File: config.mk
export PLATFORM = sky130hd
export DESIGN_NAME = async_fifo_reader
export DESIGN_NICKNAME = d
export VERILOG_FILES = /design/src/rtl/async_fifo_reader_pkg.sv /design/src/rtl/async_fifo_reader_rd_buf.sv /design/src/rtl/async_fifo_reader.sv
export SDC_FILE = /design/constraint.sdc
export NUM_CORES = 1
export LEC_CHECK = 0
export BUFFER_PORTS_ARGS = -buffer_cell sky130_fd_sc_hd__buf_4
export CAP_MARGIN = 15
export CORE_MARGIN = 10
export CORE_UTILIZATION = 55
export DETAILED_ROUTE_END_ITERATION = 6
export PLACE_DENSITY = 0.78
export SYNTH_ARGS = -nofsm -noshare
export SYNTH_HDL_FRONTEND = slang
export SYNTH_SLANG_ARGS = --single-unit
File: constraint.sdc
create_clock -name rd_clk -period 3.4 [get_ports rd_clk]
set_input_delay 0.17 -clock rd_clk [delete_from_list [all_inputs] [get_ports rd_clk]]
set_output_delay 0.17 -clock rd_clk [all_outputs]
set_load 0.01 [all_outputs]
File: src/rtl/async_fifo_reader_pkg.sv
// Shared types and sizing helpers for the async_fifo read-side consumer.
package async_fifo_reader_pkg;

    typedef enum logic [1:0] {
        IDLE = 2'd0,
        RUN  = 2'd1,
        STOP = 2'd2
    } state_e;

    // Room for every read in flight plus one word being popped and one being captured.
    function automatic int unsigned buf_depth(input int unsigned rd_lat);
        return rd_lat + 2;
    endfunction

    function automatic int unsigned cnt_bits(input int unsigned max_val);
        return $clog2(max_val + 1);
    endfunction

endpackage

File: src/rtl/async_fifo_reader_rd_buf.sv
// Small register FIFO holding captured read words until the output stream takes them.
module async_fifo_reader_rd_buf
    import async_fifo_reader_pkg::*;
#(
    parameter int unsigned DATA_WIDTH = 8,
    parameter int unsigned DEPTH      = 3
) (
    input  logic                           clk,
    input  logic                           rst,
    input  logic                           push,
    input  logic [DATA_WIDTH-1:0]          push_data,
    input  logic                           pop,
    output logic [cnt_bits(DEPTH)-1:0]     occ,
    output logic [DATA_WIDTH-1:0]          head
);

    localparam int unsigned PTR_W = $clog2(DEPTH);
    localparam int unsigned OCC_W = cnt_bits(DEPTH);
    localparam logic [PTR_W-1:0] LAST_PTR = PTR_W'(DEPTH - 1);

    logic [DATA_WIDTH-1:0] mem_q [DEPTH];
    logic [DATA_WIDTH-1:0] mem_d [DEPTH];
    logic [PTR_W-1:0]      wr_ptr_q, wr_ptr_d;
    logic [PTR_W-1:0]      rd_ptr_q, rd_ptr_d;
    logic [OCC_W-1:0]      occ_q, occ_d;
    logic                  do_push, do_pop;

    // Pointers wrap at DEPTH, which need not be a power of two.
    always_comb begin
        mem_d    = mem_q;
        wr_ptr_d = wr_ptr_q;
        rd_ptr_d = rd_ptr_q;
        do_pop   = pop && (occ_q != '0);
        do_push  = push && ((occ_q != OCC_W'(DEPTH)) || do_pop);
        if (do_push) begin
            mem_d[wr_ptr_q] = push_data;
            wr_ptr_d = (wr_ptr_q == LAST_PTR) ? '0 : wr_ptr_q + PTR_W'(1);
        end
        if (do_pop) begin
            rd_ptr_d = (rd_ptr_q == LAST_PTR) ? '0 : rd_ptr_q + PTR_W'(1);
        end
        occ_d = occ_q + OCC_W'(do_push) - OCC_W'(do_pop);
    end

    always_ff @(posedge clk) begin
        if (rst) begin
            for (int unsigned i = 0; i < DEPTH; i++) begin
                mem_q[i] <= '0;
            end
            wr_ptr_q <= '0;
            rd_ptr_q <= '0;
            occ_q    <= '0;
        end else begin
            mem_q    <= mem_d;
            wr_ptr_q <= wr_ptr_d;
            rd_ptr_q <= rd_ptr_d;
            occ_q    <= occ_d;
        end
    end

    assign occ  = occ_q;
    assign head = mem_q[rd_ptr_q];

endmodule

File: src/rtl/async_fifo_reader.sv
// Read-side consumer for async_fifo: credit-gated reads, latency tracking,
// local buffering and a valid/ready output stream with a delivered-word counter.
module async_fifo_reader
    import async_fifo_reader_pkg::*;
#(
    parameter int unsigned DATA_WIDTH = 8,
    parameter int unsigned RD_LAT     = 1,
    parameter int unsigned CNT_WIDTH  = 16
) (
    input  logic                  rd_clk,
    input  logic                  rd_rst,
    input  logic                  en,
    input  logic                  fifo_empty,
    input  logic [DATA_WIDTH-1:0] rd_data,
    output logic                  rd_en,
    output logic                  out_valid,
    input  logic                  out_ready,
    output logic [DATA_WIDTH-1:0] out_data,
    output logic [CNT_WIDTH-1:0]  rd_count,
    output logic                  busy
);

    localparam int unsigned BUF_DEPTH = buf_depth(RD_LAT);
    localparam int unsigned OCC_W     = cnt_bits(BUF_DEPTH);
    localparam int unsigned PEND_W    = OCC_W + 1;

    state_e                st_q, st_d;
    logic [RD_LAT-1:0]     vld_q, vld_d;
    logic [CNT_WIDTH-1:0]  cnt_q, cnt_d;
    logic [OCC_W-1:0]      occ;
    logic [OCC_W-1:0]      infl;
    logic [PEND_W-1:0]     pending;
    logic                  push;
    logic                  pop;
    logic [DATA_WIDTH-1:0] head;

    async_fifo_reader_rd_buf #(
        .DATA_WIDTH (DATA_WIDTH),
        .DEPTH      (BUF_DEPTH)
    ) u_rd_buf (
        .clk       (rd_clk),
        .rst       (rd_rst),
        .push      (push),
        .push_data (rd_data),
        .pop       (pop),
        .occ       (occ),
        .head      (head)
    );

    // Credits count buffered plus in-flight words; a same-cycle pop does not free one.
    always_comb begin
        infl = '0;
        for (int unsigned i = 0; i < RD_LAT; i++) begin
            infl = infl + OCC_W'(vld_q[i]);
        end
        pending   = PEND_W'(occ) + PEND_W'(infl);
        rd_en     = !rd_rst && en && !fifo_empty && (pending < PEND_W'(BUF_DEPTH));
        vld_d     = RD_LAT'({vld_q, rd_en});
        push      = vld_q[RD_LAT-1];
        out_valid = (occ != '0);
        pop       = out_valid && out_ready;
        cnt_d     = cnt_q + CNT_WIDTH'(pop);
    end

    always_comb begin
        st_d = st_q;
        busy = 1'b0;
        case (st_q)
            IDLE: begin
                if (en) st_d = RUN;
            end
            RUN: begin
                if (!en) st_d = (pending != '0) ? STOP : IDLE;
            end
            STOP: begin
                if (en) begin
                    st_d = RUN;
                end else if (pending == '0) begin
                    st_d = IDLE;
                end
            end
            default: st_d = IDLE;
        endcase
        busy = (st_q != IDLE) && (pending != '0);
    end

    // Reset drops anything in flight or buffered; the FIFO read side resets alongside.
    always_ff @(posedge rd_clk) begin
        if (rd_rst) begin
            st_q  <= IDLE;
            vld_q <= '0;
            cnt_q <= '0;
        end else begin
            st_q  <= st_d;
            vld_q <= vld_d;
            cnt_q <= cnt_d;
        end
    end

    assign out_data = head;
    assign rd_count = cnt_q;

endmodule

**After elaboration in Yosys (flattened, before gate mapping)**

Index checks and enable logic that the tools add are counted.

- Register bits after elaboration: 49
- Input bits: 13
- Output and inout port bits: 27
- Logic and storage cells: 60

- Muxes and demuxes: 14
- Reduce and logical (&&, ||, !) cells: 17
- Order comparisons: 4
- Equality and inequality tests: 8
- Bitwise logic cells: 2
- $add $sub $neg: 6

Operators by type and width:

| operator | number |
|---|---|
| 24-bit bitwise mux | 1 |
| 8-bit 2-to-1 mux | 3 |
| 16-bit by 1-bit adder with 16-bit output | 1 |
| 8-bit binary-select mux with 2-bit select | 1 |
| 8-bit demux with 2-bit select | 1 |
| 2-bit 2-to-1 mux | 7 |
| 1-bit logical AND | 8 |
| 2-bit equality test, second input constant | 3 |
| 3-bit >= comparator, second input constant | 2 |
| 2-bit != test, second input constant | 3 |
| 2-bit inverter with 3-bit output | 2 |
| 2-bit case mux with 3 select lines | 1 |
| 2-bit by 1-bit adder with 2-bit output, second input constant | 2 |
| 2-bit nonzero test | 2 |
| 2-bit by 1-bit adder with 3-bit output | 1 |
| 3-bit zero test | 1 |
| 3-bit by 1-bit less-than comparator with 1-bit output, second input constant | 1 |
| 3-bit by 2-bit less-than comparator with 1-bit output, second input constant | 1 |
| 3-bit != test, second input constant | 1 |
| 3-bit AND reduction | 1 |
| 3-bit nonzero test | 1 |
| 2-bit by 1-bit adder with 2-bit output | 1 |
| 2-bit by 1-bit equality test with 1-bit output, second input constant | 1 |
| 1-bit zero test | 2 |
| other kinds (3) | 3 |

**Longest topological paths before layout**

Gate-level depths: netlist (run 1).

- Depth in word-level cells: 7
- Depth in mapped cells: 8
- Depth with buffers taken out: 8

**By module**

Synthesis (run 1) repeated with hierarchy kept, for this count alone.

- Cells, all modules: 247
- Area, all modules: 2376.0 µm²

Modules (own cells, without submodules):

| module | area an instance (µm²) | instances | cells each |
|---|---|---|---|
| async_fifo_reader_rd_buf | 1473.9 | 1 | 150 |
| async_fifo_reader | 902.1 | 1 | 97 |

**Least setup slack after synthesis (run 1)**

OpenSTA, ideal clock, no wires.

- Path kind: register to register
- From: reg u_rd_buf.occ_q[0] (netlist: u_rd_buf.occ[0])
- To: reg cnt_q[14] (netlist: rd_count[14])
- Cell stages (with the launch flop): 8
- Slack: 1.583 ns
- Data required time: 3.279 ns
- Arrival time: 1.697 ns
- Clock period less this slack: 1.817 ns
- Library setup time: 0.121 ns
- Path through: dfxtp_1 o21ai_0 inv_1 ha_1 ha_1 nand4_1 nor4_1 mux2_2

- Cells in the longest elaborated chain, start to end: 3

RTL lines:

| item | line | text |
|---|---|---|
| from (decl) | async_fifo_reader_rd_buf.sv:25 | `logic [OCC_W-1:0] occ_q, occ_d;` |
| from (signal assigned) | async_fifo_reader_rd_buf.sv:52 | `occ_q <= '0;` |
| from (signal assigned) | async_fifo_reader_rd_buf.sv:57 | `occ_q <= occ_d;` |
| 2-bit nonzero test | async_fifo_reader.sv:60 | `out_valid = (occ != '0);` |
| 1-bit logical AND | async_fifo_reader.sv:61 | `pop = out_valid && out_ready;` |
| 16-bit by 1-bit adder with 16-bit output | async_fifo_reader.sv:62 | `cnt_d = cnt_q + CNT_WIDTH'(pop);` |
| to (signal assigned) | async_fifo_reader.sv:96 | `cnt_q <= cnt_d;` |
| to (decl) | async_fifo_reader.sv:29 | `logic [CNT_WIDTH-1:0] cnt_q, cnt_d;` |

No other way between the ends.
A chain may end at the register's enable or synchronous reset.

**Worst setup path in the final report (run 1)**

- From: reg u_rd_buf.occ_q[1] (netlist: u_rd_buf.occ[1])
- To: reg cnt_q[10] (netlist: rd_count[10])

The elaborated chain is that of the path after synthesis.

==> impl_metrics.yaml, run 1 <==
place:
  placed_area_um2: 2630
  io_buffers: 39
  numPlacedInstances: 343
  hpwlAfterDp_um: 3540
  gp_congestion: 0.741
grt:
  first_global_vias: 1913
  antenna_found_initial: 0
  grt_max_degree: 60
  grt_first_pass_wirelength_um: 8880
  gr-usage-all-layers_pct: 14.4
  grt-ovfl-total: 0
logic_synthesis:
  netlist_area_um2: 2350
  synth_top_area_share_pct: 41.7
  synthArstFlopShare_pct: 0
  synthesis.nets: 290
  synth_edf_count: 0
  synth_top_area_cell: "dfxtp_1"
  yosysMostFrequentCell: "dfxtp_1"
  yosys-top-cells-count: "49 x dfxtp_1, 29 x o21ai_0, 28 x a21oi_1, 24 x nand3_1"
  synthTopCellsByArea: "dfxtp_1 42%, mux2i_1 6.8%, o21ai_0 6.2%"
  synth_cell_type_count: 40
  avgSynthCellArea_um2: 8.71
  synthCells: 270
  ys_seq_area_share_pct: 41.7
  yosysWarnings: 0
  ys_seq_elements: 49
  synth_flop_cell: "dfxtp_1"
critical_path:
  r2r_slack_ns: 1.32
  critical_path_class: "reg2reg"
  endpoint_kind: "flip-flop"
  worstPathRequired_ns: 3.63
  r2r_end: "rd_count[10]"
  cp_slowest_cell: "or4_1"
  timing.rr.start: "u_rd_buf.occ[1]"
  worstPathCellList: "o21ai_0, inv_1, ha_1, ha_1, nand2_1, or4_1, a21oi_1"
  cp-start-kind: "flip-flop"
  crit_fanout: 7
  slowest_delay_ns: 0.48
  cpMostUsedCell: "ha_1"
  r2r_cells: 7
  arrival_ns: 2.32
routing:
  routed_wl_um: 5260
  wl_per_cell_um: 15.0
  drt.antenna.violating_nets: 0
  viasPerCell: 5.68
  drc_errors: 0
  initialDrtViolationCount: 104
  dr_total_vias: 1994
  dr.pass1.iters: 4
timing:
  whs_ns: 0.0409
  finalHoldViolCount: 0
  worst_slew_pin_slew_ns: 0.678
  slew_headroom_pct: 54.7
  fin_tns_setup_ns: 0
  final_max_slew_viol_count: 0
  finalCritPeriodShare_pct: 61.3
  fmax_ghz: 0.480
  finalSetupViolations: 0
  fin_worst_skew_ns: 0.00423
  period_needed_ns: 2.08
  rsz0062_at_grt: "false"
die:
  fp.dieArea_um2: 7290
  die_h_um: 85.4
  start_util_pct: 57.9
  die_w_um: 85.4
  core_um2: 4060
  ios: 40
  placementRows: 23
min_path:
  holdPathStages: 2
  min_path_type: "in2reg"
  whs_endpoint: "push"
  min-delay-start: "fifo_empty"
finish:
  diodes: 0
  final_cells: 351
  final_layout_size_suffix_gt1_share_pct: 19.6
  final_area_um2: 2730
  fin_nets: 320
  area_growth_pct: 16.0
cts:
  cts_made_buffers: 5
  cts_tree: "built"
  path_clk_slew_ns: 0.09
  clkSinkCount: 49
  clk_path_buf_depth: 2
  cts_setup_buffers: 0
  cts-resized-gates: 0
  cts_hold_buf: 0
  cts-root-buf: "clkbuf_8"
  h-tree-depth: 2
  insertion_delay_ns: 0.30
power:
  p_per_area_nw_per_um2: 459
  p_leak_nw: 1.03
  ir_drop_mv: 0.293
job:
  drv_cap: 0
status:
  outcome: "finished, final reports clean"
-- cells in the final DEF, fill, tap and decap left out, types with 5 or more instances in the layout --
| master | instances |
|---|---|
| mux2i_1 | 16 |
| buf_4 | 40 |
| nor2_1 | 9 |
| a21oi_1 | 28 |
| o21ai_0 | 29 |
| inv_1 | 5 |
| nand2_1 | 17 |
| clkbuf_8 | 7 |
| nand2b_1 | 17 |
| nor2b_1 | 7 |
| nand3_1 | 24 |
| dfxtp_1 | 49 |
| ha_1 | 7 |
-- critical path: cells and delay by family (launching register included) --
family | cells | cell delay [ns]
and+or+nand+nor | 2 | 0.61
AOI/OAI and AO/OA | 2 | 0.35
adders and majority gates | 2 | 0.48
buffers and inverters | 1 | 0.15
DFF | 1 | 0.42
-- logic make-up (layout without fill, tap and decap cells) --
kind of cell	Yosys count	count (layout)	synth area share (%)
simple gates	102	102	24.4
compound gates	67	67	15.6
flops	49	49	41.7
buf+inv	22	53	4.79
mux	19	19	8.25
fa+ha+maj	7	7	3.73
xor+xnor	4	4	1.49
-- through the flow --
step                utilization [%]  worst slack [ns]  power, mW
finish                         67.2              1.32       1.25
global route                   67.2              1.11       1.32
CTS                            67.2              1.32       1.26
detailed placement             64.7              1.35      0.888
global placement               64.7              1.41      0.885
floorplan                         -              1.58      0.801
-- power breakdown --
| group | switching, mW | internal [mW] | total (mW) |
|---|---|---|---|
| clock network | 0.189 | 0.184 | 0.373 |
| registers | 0.0447 | 0.604 | 0.649 |
| logic | 0.121 | 0.109 | 0.231 |
| total | 0.355 | 0.898 | 1.25 |
-- worst max-delay path by stage --
stage | start | to
after floorplan | u_rd_buf.occ[0] | rd_count[14]
after global placement | u_rd_buf.occ[1] | rd_count[10]
after detailed placement | u_rd_buf.occ[1] | rd_count[10]
after CTS | u_rd_buf.occ[1] | rd_count[10]
after global routing | u_rd_buf.occ[1] | rd_count[14]
final | u_rd_buf.occ[1] | rd_count[10]
-- layout make-up --
type / count / area (µm²)
clock buffer: 7 / 96.3
clock inverter: 1 / 5.00
fill: 363 / 1330
inverter: 5 / 18.8
multi-input combinational: 199 / 1260
sequential: 49 / 981
tap: 50 / 62.6
timing repair buffer: 40 / 300
-- routing by layer --
metal	GRT usage [%]	share of wire [%]	wire [µm]
met1	18.0	46	2440
met3	4.78	6.4	336
met4	4.04	0.68	36
met5	0	0	0
met2	23.0	47	2450
-- flip-flops by register name, summed over array words and instances, names as in the netlist --
signal,cells
u_rd_buf.occ,2
rd_count,16
u_rd_buf.wr_ptr_q,2
st_q,2
u_rd_buf.mem_q,24
u_rd_buf.rd_ptr_q,2
push,1
Power figures use the tool's default switching activity.
==> inputs of run 2 (changes only) <==
--- a/config.mk
+++ b/config.mk
@@ -5,12 +5,13 @@
 export SDC_FILE = /design/constraint.sdc
 export NUM_CORES = 1
 export LEC_CHECK = 0
+export ABC_AREA = 1
 export BUFFER_PORTS_ARGS = -buffer_cell sky130_fd_sc_hd__buf_4
 export CAP_MARGIN = 15
 export CORE_MARGIN = 10
-export CORE_UTILIZATION = 55
+export CORE_UTILIZATION = 50
 export DETAILED_ROUTE_END_ITERATION = 6
-export PLACE_DENSITY = 0.78
+export PLACE_DENSITY = 0.75
 export SYNTH_ARGS = -nofsm -noshare
 export SYNTH_HDL_FRONTEND = slang
 export SYNTH_SLANG_ARGS = --single-unit
==> constraint.sdc (replaced) <==
create_clock -name rd_clk -period 1.75 [get_ports rd_clk]
set_input_delay 0.0875 -clock rd_clk [delete_from_list [all_inputs] [get_ports rd_clk]]
set_output_delay 0.0875 -clock rd_clk [all_outputs]
set_load 0.01 [all_outputs]
==> run 2 against run 1 <==
Net effect:
- register-to-register slack lost 1.2 ns
- final area grew 2.9%
- utilization shrank 3.2 points
- hold slack gained 0.032 ns
- critical endpoint is now rd_en
==> impl_metrics.yaml, run 2 <==
status:
  outcome: "finished, final reports clean"
logic_synthesis:
  synth_cell_type_count: 28
  ys_seq_area_share_pct: 43.1
  synth_top_area_share_pct: 43.1
  synth_edf_count: 0
  synth_flop_cell: "dfxtp_1"
  synthCells: 312
  avgSynthCellArea_um2: 7.30
  yosysWarnings: 0
  synthTopCellsByArea: "dfxtp_1 43%, nand2_1 11%, a21oi_1 7.5%"
  synthesis.nets: 332
  netlist_area_um2: 2280
  yosysMostFrequentCell: "nand2_1"
  synthArstFlopShare_pct: 0
  yosys-top-cells-count: "68 x nand2_1, 49 x dfxtp_1, 35 x nor2_1, 34 x a21oi_1, 34 x nand3_1"
  ys_seq_elements: 49
  synth_top_area_cell: "dfxtp_1"
routing:
  drt.antenna.violating_nets: 0
  dr.pass1.iters: 4
  wl_per_cell_um: 13.5
  initialDrtViolationCount: 136
  dr_total_vias: 2158
  routed_wl_um: 5500
  viasPerCell: 5.28
  drc_errors: 0
finish:
  final_layout_size_suffix_gt1_share_pct: 19.9
  final_cell_mix: "68 x nand2_1, 47 x dfxtp_1, 44 x buf_4, 34 x nor2_1, 34 x a21oi_1"
  fin_nets: 376
  final_cells: 409
  fin_util_pct: 64.0
  area_growth_pct: 23.2
  top_register: "u_rd_buf.mem_q"
  mostFrequentLayoutCell: "nand2_1"
  largest_reg_flops: 24
  diodes: 0
  final_area_um2: 2810
grt:
  grt_first_pass_wirelength_um: 9260
  gr-usage-all-layers_pct: 14.6
  antenna_found_initial: 0
  first_global_vias: 2126
  grt_max_degree: 43
  grt-ovfl-total: 0
timing:
  whs_ns: 0.0729
  fin_worst_skew_ns: 0.00534
  slew_headroom_pct: 70.2
  period_needed_ns: 1.65
  final_max_slew_viol_count: 0
  finalSetupViolations: 0
  finalHoldViolCount: 0
  finalCritPeriodShare_pct: 94.1
  layout_setup_ws_ns: 0.103
  worst_slew_pin_slew_ns: 0.447
  fin_tns_setup_ns: 0
  fmax_ghz: 0.607
critical_path:
  r2r_end: "rd_count[12]"
  crit_fanout: 3
  arrival_ns: 1.56
  timing.rr.start: "u_rd_buf.occ[1]"
  r2r_cells: 12
  crit_family: "adder cells"
  critical_path_class: "reg2out"
  endpoint_kind: "output pin"
  cp_num_buf_inv: 1
  cp_slowest_cell: "dfxtp_2"
  worstPathRequired_ns: 1.66
  slowest_delay_ns: 0.34
  r2r_slack_ns: 0.14
  worstPathCellList: "ha_1, ha_1, nand2_1, nand2_1, nor3_1, buf_4"
  cp-start-kind: "flip-flop"
place:
  hpwlAfterDp_um: 3790
  gp_congestion: 0.797
  numPlacedInstances: 398
  io_buffers: 39
  pre_cts_ws_ns: 0.0313
  placed_area_um2: 2620
die:
  die_w_um: 87.5
  ios: 40
  core_um2: 4380
  fp.dieArea_um2: 7650
  placementRows: 24
  start_util_pct: 51.9
  die_h_um: 87.5
cts:
  cts_made_buffers: 5
  clk_path_buf_depth: 2
  clkSinkCount: 49
  h-tree-depth: 2
  cts-root-buf: "clkbuf_8"
  path_clk_slew_ns: 0.09
  insertion_delay_ns: 0.30
  cts_tree: "built"
min_path:
  min_path_type: "in2reg"
  whs_endpoint: "u_rd_buf.mem_q[14]"
  min-delay-start: "rd_data[6]"
  holdPathStages: 3
power:
  ir_drop_mv: 0.570
  p_total_mw: 2.91
  p_per_area_nw_per_um2: 1040
  p_leak_nw: 1.18
job:
  drv_cap: 0
[run 2: worst max path at each step]
stage,startpoint,to,slack (ns),depth (start not counted)
finish,u_rd_buf.occ[0],rd_en,0.10,6
global route,u_rd_buf.occ[1],rd_count[12],-0.02,12
CTS,u_rd_buf.occ[0],rd_count[12],0.01,12
detailed placement,u_rd_buf.occ[0],rd_count[12],0.03,12
global placement,u_rd_buf.occ[0],rd_count[14],0.12,11
floorplan,u_rd_buf.occ[1],rd_count[12],0.06,11
[run 2: area by class of cell]
type / count / area (µm²)
Fill cell: 408 / 1580
Multi-Input combinational cell: 223 / 1170
Sequential cell: 49 / 983
Timing Repair Buffer: 46 / 350
Inverter: 31 / 119
Clock buffer: 7 / 86.3
Tap cell: 52 / 65.1
Clock inverter: 1 / 30.0
[run 2: per-layer routing]
layer  track usage [%]  part of all wire, %  vias up  wire [µm]
met5                 0                    0        -          0
met4              3.33                 0.73        0         40
met1              16.3                   42      991       2310
met3              4.96                  8.1        4        448
li1                  -                    -     1101          -
met2              25.7                   49       62       2710
[run 2: kinds of logic (layout without fill, tap and decap cells)]
group,Yosys count,in the layout,share of synthesized area [%]
fa+ha+maj,7,7,3.85
simple gates,154,154,31.2
compound gates,58,58,13.2
xor+xnor,4,4,1.54
buf+inv,40,85,7.09
flops,49,49,43.1
[run 2: tightest hold or removal path: stages]
cell     delay (ns)
buf_4          0.12
nand3_1        0.07
a21oi_1        0.06
[run 2: power breakdown]
part	total [mW]	switching, mW	internal, mW
clock	0.837	0.371	0.466
combinational	0.814	0.458	0.356
sequential	1.26	0.0756	1.19
total	2.91	0.904	2.01
[run 2: repair_timing]
item	CTS	global route
hold buffers	2	0
gates resized for setup	2	8
setup endpoints to repair	3	15
cloned	0	0
buffers inserted	0	1
pin swaps	1	1
endpoints found under the hold margin	2	0
==> inputs of run 3 (changes only) <==
==> constraint.sdc (replaced) <==
create_clock -name rd_clk -period 1.75 [get_ports rd_clk]
set_input_delay 0.2625 -clock rd_clk [delete_from_list [all_inputs] [get_ports rd_clk]]
set_output_delay 0.2625 -clock rd_clk [all_outputs]
set_load 0.01 [all_outputs]
==> run 3 against run 2 <==
Net effect:
- sequential power is essentially flat
- clock power grew 0.8%
- non-clock buffer count grew 10
- final area grew 4.5%
- global-route usage grew 0.14 points
- first-iteration DRC count shrank 10%
- combinational power grew 22%
- hold slack gained 0.040 ns
- clock skew grew 0.0055 ns
- cell count grew 2.4%
- count of clock-buffer cells in the layout is the same
- critical endpoint is now busy
- largest cell class unchanged
- highest routed layer unchanged
==> impl_metrics.yaml, run 3 (synthesis results as in run 2) <==
status:
  outcome: "finished, final reports clean"
cts:
  clk_path_buf_depth: 2
  path_clk_slew_ns: 0.08
  cts_hold_buf: 0
  insertion_delay_ns: 0.31
  cts_tree: "built"
  cts_made_buffers: 5
  clkSinkCount: 49
  cts-root-buf: "clkbuf_8"
  h-tree-depth: 2
critical_path:
  r2r_cells: 11
  arrival_ns: 1.43
  critical_path_class: "reg2out"
  crit_fanout: 3
  worstPathRequired_ns: 1.49
  endpoint_kind: "output pin"
  cp-start-kind: "flip-flop"
die:
  placementRows: 24
  die_h_um: 87.5
  ios: 40
  fp.dieArea_um2: 7650
  die_w_um: 87.5
  core_um2: 4380
  start_util_pct: 51.9
place:
  hpwlAfterDp_um: 3920
  gp_congestion: 0.794
  io_buffers: 39
  placed_area_um2: 2660
finish:
  final_cell_mix: "66 x nand2_1, 54 x buf_4, 46 x dfxtp_1, 34 x nor2_1, 34 x a21oi_1"
  area_growth_pct: 28.7
  largest_reg_flops: 24
  final_layout_size_suffix_gt1_share_pct: 25.3
  mostFrequentLayoutCell: "nand2_1"
  final_area_um2: 2930
  diodes: 0
  top_register: "u_rd_buf.mem_q"
  fin_nets: 386
min_path:
  holdPathStages: 2
  min_path_type: "in2reg"
routing:
  initialDrtViolationCount: 122
  drt.antenna.violating_nets: 0
  dr_total_vias: 2218
  routed_wl_um: 5810
  dr.pass1.iters: 4
  drc_errors: 0
  viasPerCell: 5.29
  wl_per_cell_um: 13.9
timing:
  slew_headroom_pct: 70.8
  finalCritPeriodShare_pct: 96.9
  rsz0062_at_grt: "true"
  period_needed_ns: 1.70
  worst_slew_pin_slew_ns: 0.438
  final_max_slew_viol_count: 0
  fin_worst_skew_ns: 0.0108
  fmax_ghz: 0.590
  finalSetupViolations: 0
  finalHoldViolCount: 0
  fin_tns_setup_ns: 0
grt:
  gr-usage-all-layers_pct: 14.7
  met2_usage_pct: 24.6
  use_met1_pct: 17.5
  antenna_found_initial: 0
  top_usage_layer: "met2"
  grt-ovfl-total: 0
  grtUsageMet3_pct: 4.59
  grt_first_pass_wirelength_um: 9270
  grt_max_degree: 42
  first_global_vias: 2060
power:
  ir_drop_mv: 0.817
  p_int_mw: 2.13
  p_per_area_nw_per_um2: 1060
  switching_power_mw: 0.972
  p_leak_nw: 1.22
  clock_power_share_pct: 27.2
  combPwrFrac_pct: 32.0
  p_seq_share_pct: 40.8
  sw_frac_of_total_pct: 31.3
job:
  drv_cap: 0
-- run 3: power groups by stage --
stage               Clock, mW  Sequential, mW  Combinational (mW)
floorplan                   0            1.25               0.472
global placement            0            1.27               0.828
detailed placement          0            1.27               0.829
CTS                     0.858            1.24               0.865
global route            0.911            1.28                1.12
finish                  0.844            1.27               0.994
-- run 3: area by class of cell --
cell class	instances	area, µm²
clock buffer	7	86.3
clock inverter	1	30.0
fill	373	1450
inverter	31	123
multi-input combinational	223	1220
sequential	49	990
tap	52	65.1
timing repair buffer	56	422
-- run 3: per-stage QoR --
step / hold slack [ns] / util [%] / setup WS, ns / power, mW / std cells
after floorplan: 0.340 / - / 0.0642 / 1.72 / 312
after global placement: 0.435 / 60.7 / 0.120 / 2.09 / 403
after detailed placement: 0.443 / 60.7 / 0.0262 / 2.10 / 403
after CTS: 0.110 / 63.9 / 0.00388 / 2.96 / 412
after global routing: 0.102 / 66.9 / -0.0216 / 3.31 / 419
final: 0.113 / 66.9 / 0.0550 / 3.10 / 419
-- run 3: worst paths after layout --
check / from / to / slack (ns)
worst min register to register: u_rd_buf.mem_q[6] / u_rd_buf.mem_q[6] / 0.46
worst min-delay path: fifo_empty / push / 0.11
worst max-delay path: u_rd_buf.occ[0] / busy / 0.05
worst max register to register: u_rd_buf.occ[0] / rd_count[14] / 0.10
-- run 3: layer usage --
layer  part of all wire [%]  routed length [µm]  up-vias
met3                    6.0                 346        8
li1                       -                   -     1127
met4                    1.5                  87        0
met1                     42                2450     1031
met2                     50                2920       52
met5                      0                   0        -
-- run 3: worst max-delay path, cell delays in order (launching register included) --
cell	delay, ns
dfxtp_4	0.36
ha_4	0.16
ha_4	0.20
nor2_1	0.09
nand2_1	0.07
o21ai_2	0.06
inv_1	0.06
buf_6	0.12
-- run 3: what timing repair did --
action / CTS / global route
endpoints found under the hold margin: 0 / 0
buffers inserted: 1 / 7
pin swaps: 2 / 5
gates resized for setup: 5 / 19
endpoints found under the setup margin: 3 / 18
